### src/rtl/result_display_ctrl.sv
// Multi-digit result history with a time-multiplexed 7-segment driver,
// a debounced history/status mode switch and a free-running heartbeat.
module result_display_ctrl #(
    parameter int unsigned NUM_DIGITS      = 4,
    parameter int unsigned SCAN_DIV        = 1000,
    parameter int unsigned HB_DIV          = 25000000,
    parameter int unsigned DEBOUNCE_CYCLES = 16,
    parameter bit          ACTIVE_LOW      = 1'b1
) (
    input  logic                              clk,
    input  logic                              rst_n,
    input  logic                              result_valid,
    input  logic [3:0]                        result_in,
    input  logic [3:0]                        status_code,
    input  logic                              clear,
    input  logic                              mode_sw,
    output logic [6:0]                        seg,
    output logic [NUM_DIGITS-1:0]             an,
    output logic                              heartbeat,
    output logic [$clog2(NUM_DIGITS+1)-1:0]   history_count
);

    localparam int unsigned IDXW = (NUM_DIGITS > 1) ? $clog2(NUM_DIGITS) : 1;
    localparam int unsigned PSW  = $clog2(SCAN_DIV);
    localparam int unsigned HBW  = (HB_DIV > 1) ? $clog2(HB_DIV) : 1;
    localparam int unsigned DBW  = (DEBOUNCE_CYCLES > 1) ? $clog2(DEBOUNCE_CYCLES) : 1;
    localparam int unsigned CNTW = $clog2(NUM_DIGITS+1);

    localparam logic [6:0]            SEG_BLANK = 7'b1111111;
    localparam logic [6:0]            SEG_DASH  = 7'b0111111;
    localparam logic [6:0]            SEG_OFF   = ACTIVE_LOW ? 7'h7F : 7'h00;
    localparam logic [NUM_DIGITS-1:0] AN_OFF    = ACTIVE_LOW ? {NUM_DIGITS{1'b1}} : '0;

    typedef enum logic {
        MODE_HISTORY = 1'b0,
        MODE_STATUS  = 1'b1
    } mode_e;

    // Active-low segment pattern for a hex nibble.
    function automatic logic [6:0] hex7(input logic [3:0] v);
        logic [6:0] s;
        case (v)
            4'h0:    s = 7'b1000000;
            4'h1:    s = 7'b1111001;
            4'h2:    s = 7'b0100100;
            4'h3:    s = 7'b0110000;
            4'h4:    s = 7'b0011001;
            4'h5:    s = 7'b0010010;
            4'h6:    s = 7'b0000010;
            4'h7:    s = 7'b1111000;
            4'h8:    s = 7'b0000000;
            4'h9:    s = 7'b0010000;
            4'hA:    s = 7'b0001000;
            4'hB:    s = 7'b0000011;
            4'hC:    s = 7'b1000110;
            4'hD:    s = 7'b0100001;
            4'hE:    s = 7'b0000110;
            default: s = 7'b0001110;
        endcase
        return s;
    endfunction

    // ---------------- mode switch synchronizer + debounce ----------------
    logic           sw_meta_q, sw_sync_q;
    logic [DBW-1:0] db_cnt_q, db_cnt_d;
    mode_e          mode_q, mode_d;

    always_ff @(posedge clk or negedge rst_n) begin
        if (!rst_n) begin
            sw_meta_q <= 1'b0;
            sw_sync_q <= 1'b0;
        end else begin
            sw_meta_q <= mode_sw;
            sw_sync_q <= sw_meta_q;
        end
    end

    always_ff @(posedge clk or negedge rst_n) begin
        if (!rst_n) begin
            mode_q   <= MODE_HISTORY;
            db_cnt_q <= '0;
        end else begin
            mode_q   <= mode_d;
            db_cnt_q <= db_cnt_d;
        end
    end

    always_comb begin
        mode_d   = mode_q;
        db_cnt_d = '0;
        if (sw_sync_q != logic'(mode_q)) begin
            if (db_cnt_q == DBW'(DEBOUNCE_CYCLES-1)) begin
                mode_d   = (mode_q == MODE_HISTORY) ? MODE_STATUS : MODE_HISTORY;
                db_cnt_d = '0;
            end else begin
                db_cnt_d = db_cnt_q + 1'b1;
            end
        end
    end

    // ---------------- result history ----------------
    logic [3:0]            ent_q [NUM_DIGITS];
    logic [3:0]            ent_d [NUM_DIGITS];
    logic [NUM_DIGITS-1:0] vld_q, vld_d, vld_base;
    logic [CNTW-1:0]       cnt_q, cnt_d, cnt_base;

    always_ff @(posedge clk or negedge rst_n) begin
        if (!rst_n) begin
            for (int unsigned i = 0; i < NUM_DIGITS; i++) begin
                ent_q[i] <= '0;
            end
            vld_q <= '0;
            cnt_q <= '0;
        end else begin
            ent_q <= ent_d;
            vld_q <= vld_d;
            cnt_q <= cnt_d;
        end
    end

    // clear is applied to the base state first so a simultaneous load lands in an empty history
    always_comb begin
        vld_base = clear ? '0 : vld_q;
        cnt_base = clear ? '0 : cnt_q;
        ent_d    = ent_q;
        vld_d    = vld_base;
        cnt_d    = cnt_base;
        if (result_valid) begin
            ent_d[0] = result_in;
            vld_d[0] = 1'b1;
            for (int unsigned i = 1; i < NUM_DIGITS; i++) begin
                ent_d[i] = ent_q[i-1];
                vld_d[i] = vld_base[i-1];
            end
            if (cnt_base != CNTW'(NUM_DIGITS)) begin
                cnt_d = cnt_base + 1'b1;
            end
        end
    end

    // ---------------- digit scan ----------------
    logic [PSW-1:0]  presc_q, presc_d;
    logic [IDXW-1:0] idx_q, idx_d;

    always_ff @(posedge clk or negedge rst_n) begin
        if (!rst_n) begin
            presc_q <= '0;
            idx_q   <= '0;
        end else begin
            presc_q <= presc_d;
            idx_q   <= idx_d;
        end
    end

    always_comb begin
        presc_d = presc_q + 1'b1;
        idx_d   = idx_q;
        if (presc_q == PSW'(SCAN_DIV-1)) begin
            presc_d = '0;
            idx_d   = (idx_q == IDXW'(NUM_DIGITS-1)) ? '0 : idx_q + 1'b1;
        end
    end

    // ---------------- output register ----------------
    logic [6:0]            seg_q, seg_d, seg_al;
    logic [NUM_DIGITS-1:0] an_q, an_d, an_al;
    logic [3:0]            sel_val;
    logic                  sel_vld;

    assign sel_val = ent_q[idx_q];
    assign sel_vld = vld_q[idx_q];

    always_comb begin
        an_al = '1;
        for (int unsigned i = 0; i < NUM_DIGITS; i++) begin
            if (idx_q == IDXW'(i)) begin
                an_al[i] = 1'b0;
            end
        end

        seg_al = SEG_BLANK;
        if (mode_q == MODE_STATUS) begin
            if (idx_q == '0) begin
                seg_al = hex7(status_code);
            end
        end else if (sel_vld) begin
            seg_al = (sel_val > 4'd9) ? SEG_DASH : hex7(sel_val);
        end

        seg_d = ACTIVE_LOW ? seg_al : ~seg_al;
        an_d  = ACTIVE_LOW ? an_al  : ~an_al;
    end

    always_ff @(posedge clk or negedge rst_n) begin
        if (!rst_n) begin
            seg_q <= SEG_OFF;
            an_q  <= AN_OFF;
        end else begin
            seg_q <= seg_d;
            an_q  <= an_d;
        end
    end

    // ---------------- heartbeat ----------------
    logic [HBW-1:0] hb_cnt_q, hb_cnt_d;
    logic           hb_q, hb_d;

    always_ff @(posedge clk or negedge rst_n) begin
        if (!rst_n) begin
            hb_cnt_q <= '0;
            hb_q     <= 1'b0;
        end else begin
            hb_cnt_q <= hb_cnt_d;
            hb_q     <= hb_d;
        end
    end

    always_comb begin
        hb_cnt_d = hb_cnt_q + 1'b1;
        hb_d     = hb_q;
        if (hb_cnt_q == HBW'(HB_DIV-1)) begin
            hb_cnt_d = '0;
            hb_d     = ~hb_q;
        end
    end

    assign seg           = seg_q;
    assign an            = an_q;
    assign heartbeat     = hb_q;
    assign history_count = cnt_q;

endmodule

### config.mk
export PLATFORM = sky130hd
export DESIGN_NAME = result_display_ctrl
export DESIGN_NICKNAME = d
export VERILOG_FILES = /design/src/rtl/result_display_ctrl.sv
export SDC_FILE = /design/constraint.sdc
export NUM_CORES = 1
export LEC_CHECK = 0
export BUFFER_PORTS_ARGS = -buffer_cell sky130_fd_sc_hd__buf_2
export CORE_ASPECT_RATIO = 1.25
export CORE_MARGIN = 3
export CORE_UTILIZATION = 50
export DETAILED_ROUTE_END_ITERATION = 7
export HOLD_SLACK_MARGIN = 0.05
export PLACE_DENSITY = 0.73
export SYNTH_ARGS = -nofsm -noshare
export SYNTH_HDL_FRONTEND = slang
export SYNTH_SLANG_ARGS = --single-unit
### constraint.sdc
create_clock -name clk -period 2.7 [get_ports clk]
set_input_delay 0.27 -clock clk [delete_from_list [all_inputs] [get_ports clk]]
set_output_delay 0.27 -clock clk [all_outputs]
set_load 0.02 [all_outputs]
[Word-level counts from Yosys, hierarchy flattened]
Memories as Yosys holds them, arrays and structs flattened.
Index checks and enable logic that the tools add are counted.
Storage, ports and cells
  register bits: 79
  bits in read-only memories: 224
  input port bits: 13
  output and inout bits: 15
  logic and storage cells: 64
  memories: 2
Cells by class
  add/sub/neg operators: 5
  $lt $le $gt $ge: 3
  eq/ne operators: 8
  muxes and demuxes: 24
  bitwise gates (word level): 2
  reductions and logical operators: 3
Memory list
  (name not given): words 16, bits a word 7, rd ports 1, clocked after Yosys merged registers in 0, wr ports 0, RTL line 42  | case (v)
  (name not given): words 16, bits a word 7, rd ports 1, clocked after Yosys merged registers in 0, wr ports 0, RTL line 42
Operator list (count)
  7-bit 2-to-1 mux: 4
  25-bit by 1-bit adder with 25-bit output (second input constant): 1
  25-bit equality test (second input constant): 1
  25-bit 2-to-1 mux: 1
  4-bit 2-to-1 mux: 6
  10-bit by 1-bit adder with 10-bit output (second input constant): 1
  10-bit equality test (second input constant): 1
  10-bit 2-to-1 mux: 1
  3-bit 2-to-1 mux: 3
  4-bit binary-select mux with 2-bit select: 1
  1-bit 2-to-1 mux: 6
  4-bit by 1-bit adder with 4-bit output (second input constant): 1
  2-bit equality test (second input constant): 2
  4-bit equality test (second input constant): 1
  4-bit greater-than comparator (second input constant): 1
  3-bit by 1-bit adder with 3-bit output (second input constant): 1
  3-bit greater-or-equal comparator (second input constant): 1
  2-bit by 3-bit < comparator with 1-bit output (second input constant): 1
  3-bit != test (second input constant): 1
  2-bit inverter with 3-bit output: 1
  2-bit by 1-bit adder with 2-bit output (second input constant): 1
  1-bit binary-select mux with 2-bit select: 1
  2-bit by 1-bit equality test with 1-bit output (second input constant): 1
  2-bit logical NOT: 1
  other kinds (5): 5

[Depth between registers and ports, before layout]
  word-level depth: 8
  gate-level depth with buffers: 8
  mapped depth without buffers: 7

[Worst setup path before layout]
No wires, ideal clock.
  path kind: flip-flop to flip-flop
  from: register idx_q[0]
  to: register seg_q[0], in the netlist seg[0]
  setup time: 0.077 ns
  arrival time: 1.873 ns
  data required time: 2.623 ns
  setup slack: 0.750 ns
  cell stages (with the launch flop): 9
  buffers on the path: 1
  clock period less this slack: 1.950 ns
  path through: dfrtp_1 > buf_6 > mux4_2 > inv_1 > ha_1 > o21bai_1 > a21oi_2 > o211ai_1 > o21a_1
On the way
  longest elaborated chain between the ends: 8
  elaborated cells between the ends (all ways): 13
  classes of those cells: order compare (1); mux (9); bitwise (1); reduce/logical (1); memory (1)
Ends and longest elaborated chain
  start, declared: RTL line 143  | logic [IDXW-1:0] idx_q, idx_d;
  start signal, assigned: RTL line 151  | idx_q <= idx_d;
  2-bit inverter with 3-bit output (implied by the code): RTL line 170  | assign sel_val = ent_q[idx_q];
  4-bit binary-select mux with 2-bit select: RTL line 170
  4-bit 2-to-1 mux (implied by the code) (2 in series): RTL line 170
  memory read 16 x 7 bit or 4-bit greater-than comparator (tied branches)
  7-bit 2-to-1 mux: RTL line 187  | seg_al = (sel_val > 4'd9) ? SEG_DASH : hex7(sel_val);
  7-bit 2-to-1 mux: RTL line 186  | end else if (sel_vld) begin
  7-bit 2-to-1 mux *: RTL line 182  | if (mode_q == MODE_STATUS) begin
  via seg_al[0]: RTL line 165  | logic [6:0] seg_q, seg_d, seg_al;
  end signal, assigned: RTL line 199  | seg_q <= seg_d;
  end, declared: RTL line 165
Mark *: on every way through the listed nets, which the timed path passes. The rest lies on a longest branch. The select of a mux whose other input is x is not followed.
A chain may end at the register's enable or synchronous reset.

[Worst setup path in the final report]
Ends and elaborated chain as after synthesis.

==> results.py <==
metrics = {
    "synthesis": {
        "synthTopCellsByCount": "dfrtp_1 (68), nor2_1 (34), nand2_1 (27)",
        "synthSimpleGateAreaFrac_pct": 17.46,
        "synth.distinct_cells": 52,
        "synth_top_family_by_area": "simple AND/OR/NAND/NOR gates",
        "synth_top_cell_by_area": "dfrtp_1",
        "yosys.area_share.adder_pct": 6.809,
        "synthDominantCellAreaShare_pct": 42.09,
        "ys_ff_latch": 79,
        "synth_xor_area_share_pct": 6.716,
        "ys_seq_area_share_pct": 49.24,
        "netlist_instances": 362,
        "synth_warnings": 0,
        "synthMuxAreaShare_pct": 10.37,
        "synth-compound-area-share_pct": 5.881,
        "synth.most_common_cell": "dfrtp_1",
        "async_flop_share_pct": 100.0,
        "synth.net_count": 397,
        "yosys_most_used_dff": "dfrtp_1",
        "syn_area_per_cell_um2": 11.17,
        "synth_edf_count": 0,
        "synthTopCellsByArea": "dfrtp_1 (42%), dfstp_2 (7.1%), ha_1 (6.8%)",
        "mappedNetlistArea_mm2": 0.004043,
    },
    "job": {
        "drv_cap": 0,
    },
    "routing": {
        "vias_per_cell": 5.434,
        "ant_nets": 0,
        "drtIter0Drc": 156,
        "routed_wl_um": 6774,
        "via_count": 2668,
        "routedWlPerCell_um": 13.80,
        "dr.pass1.iters": 6,
        "drc": 0,
    },
    "timing": {
        "fin_skew_ns": 0.01079,
        "worst_pin_slew_ns": 0.9451,
        "rsz0062_at_grt": "false",
        "finalSetupViolations": 0,
        "finalMaxSlewViolations": 0,
        "slew_headroom_pct": 37.00,
        "fmax_mhz": 437.5,
        "timing.hold.ws_ns": 0.06993,
        "period_share_pct": 84.65,
        "period_needed_ns": 2.286,
        "setup-tns-final_ns": 0,
        "hold_viol": 0,
    },
    "critical_path": {
        "critPathLaunchType": "flip-flop",
        "worst-path-max-fanout": 8,
        "arrival_ns": 2.55,
        "cp-end-kind": "flip-flop",
        "crit_type": "flip-flop to flip-flop",
        "worstPathRequired_ns": 2.97,
    },
    "power_and_ir_drop": {
        "peakVddDrop_v": 0.0003993,
        "p_leak_nw": 2.028,
        "power_per_cell_area_mw_per_mm2": 586.1,
    },
    "floorplanning": {
        "io_pins": 28,
        "rows": 36,
        "initial_core_util_pct": 51.58,
        "die_area_mm2": 0.009207,
        "die_x_um": 86.43,
        "core_mm2": 0.007838,
        "die_y_um": 106.5,
    },
    "hold_path": {
        "hp-class": "input pin to asynchronous set/reset pin",
    },
    "clock_network": {
        "htreeDepth": 3,
        "post_cts_buffers": 0,
        "tritoncts": "yes",
        "cts_buffer_depth": 2,
        "cts_sinks": 79,
        "cts_made_buffers": 9,
        "cts.reportedPaths.clkPinSlew_ns": 0.08,
        "insertion_delay_ns": 0.34,
        "clockRootBuffer": "clkbuf_8",
    },
    "placement": {
        "dp_cells": 474,
        "post-dp-hpwl_um": 4657,
        "io_buffers": 27,
        "routabilityCongestion": 0.8243,
    },
    "cells_and_area": {
        "nets": 426,
        "insertedDiodeCount": 0,
        "final_cells": 491,
        "drive_gt1_share_pct": 23.99,
        "areaGrowthSynthToFinish_pct": 11.08,
    },
    "grt": {
        "grt_first_pass_wirelength_um": 11850,
        "antenna_found_initial": 0,
        "grt_pass1_vias": 2649,
        "grt_usage_pct": 16.10,
        "grt_start_max_net_pins": 80,
        "grt-ovfl-total": 0,
    },
    "run_status": {
        "status": "completed",
    },
}
-- area by class of cell --
cell class              instances  area (µm²)
repair buffers                 30       162.7
well taps                      95       118.9
clock inverters                 5       103.9
clock buffers                  11       141.4
fillers                       666        3347
flip-flops and latches         79        1991
multi-input cells             254        1909
inverters                      17       63.81
-- cells in the final DEF (no fill, tap or decap), types with 3 or more instances in the layout --
master	instances
mux4_2	6
mux2_2	19
dfrtp_1	68
xnor2_1	20
nor2_2	10
inv_1	17
nor3_1	7
nand4_1	6
nor2_1	34
o21ai_0	9
ha_1	22
buf_2	26
nor2b_1	9
nand2_1	27
and4_1	3
clkbuf_8	10
xor2_1	11
bufinv_16	3
buf_4	3
dfstp_2	11
mux2i_1	7
nand3_1	16
a21oi_1	10
-- routing by layer --
metal | up-vias | global-route usage, % | share of wire, %
met5 | - | 0 | 0
li1 | 1300 | - | -
met1 | 1324 | 19.56 | 44
met4 | 0 | 5.568 | 0.89
met2 | 38 | 27.46 | 53
met3 | 6 | 4.109 | 2.9
-- power by group --
part | internal, mW | switching [mW]
clock network | 0.642 | 0.416
logic | 0.120 | 0.151
registers | 1.26 | 0.0398
total | 2.03 | 0.607
-- per-stage QoR --
step	area, µm²	utilization (%)	power, mW	worst slack (ns)
2_1_floorplan	4043	-	1.508	0.7498
3_3_place_gp	4235	54.04	1.585	0.5483
3_5_place_dp	4235	54.04	1.596	0.4494
4_1_cts	4491	57.30	2.672	0.4010
5_1_grt	4491	57.30	2.765	0.2559
6_report	4491	57.30	2.632	0.4144
-- cell families after synthesis --
| family | count (synthesis) |
|---|---|
| multiplexers | 32 |
| AO/OA/AOI/OAI | 37 |
| flip-flops | 79 |
| buffers and inverters | 29 |
| XOR/XNOR | 31 |
| AND/OR/NAND/NOR | 132 |
| adder cells (fa/ha/maj) | 22 |
-- repair_timing --
item                                   in CTS  in global routing
hold buffers                                1                  0
resized for setup                           0                  0
endpoints found under the hold margin       1                  0
-- worst max-delay path, cell delays in order (launching register included) --
cell	delay (ns)
dfrtp_1	0.59
mux4_2	0.63
inv_1	0.15
ha_1	0.18
o21bai_1	0.09
a21oi_2	0.28
o211ai_1	0.14
o21a_1	0.13
-- final timing paths --
check,end,cells after the start,slack (ns),startpoint
worst max-delay path,seg[0],7,0.41,idx_q[0]
worst min-delay path,history_count[2],1,0.07,rst_n
min in group clk,vld_q[3],2,0.12,clear
max in group asynchronous,mode_q,1,2.02,rst_n
worst max register to register,seg[0],7,0.41,idx_q[0]
worst min register to register,sw_sync_q,0,0.38,sw_meta_q
-- sequential cells by signal, summed over array words and instances (netlist names) --
name / flops
ent_q: 16
sw_sync_q: 1
sw_meta_q: 1
seg: 7
mode_q: 1
hb_cnt_q: 25
heartbeat: 1
db_cnt_q: 4
an: 4
idx_q: 2
vld_q: 4
presc_q: 10
history_count: 3
No activity file was read; power rests on OpenSTA's default activity.
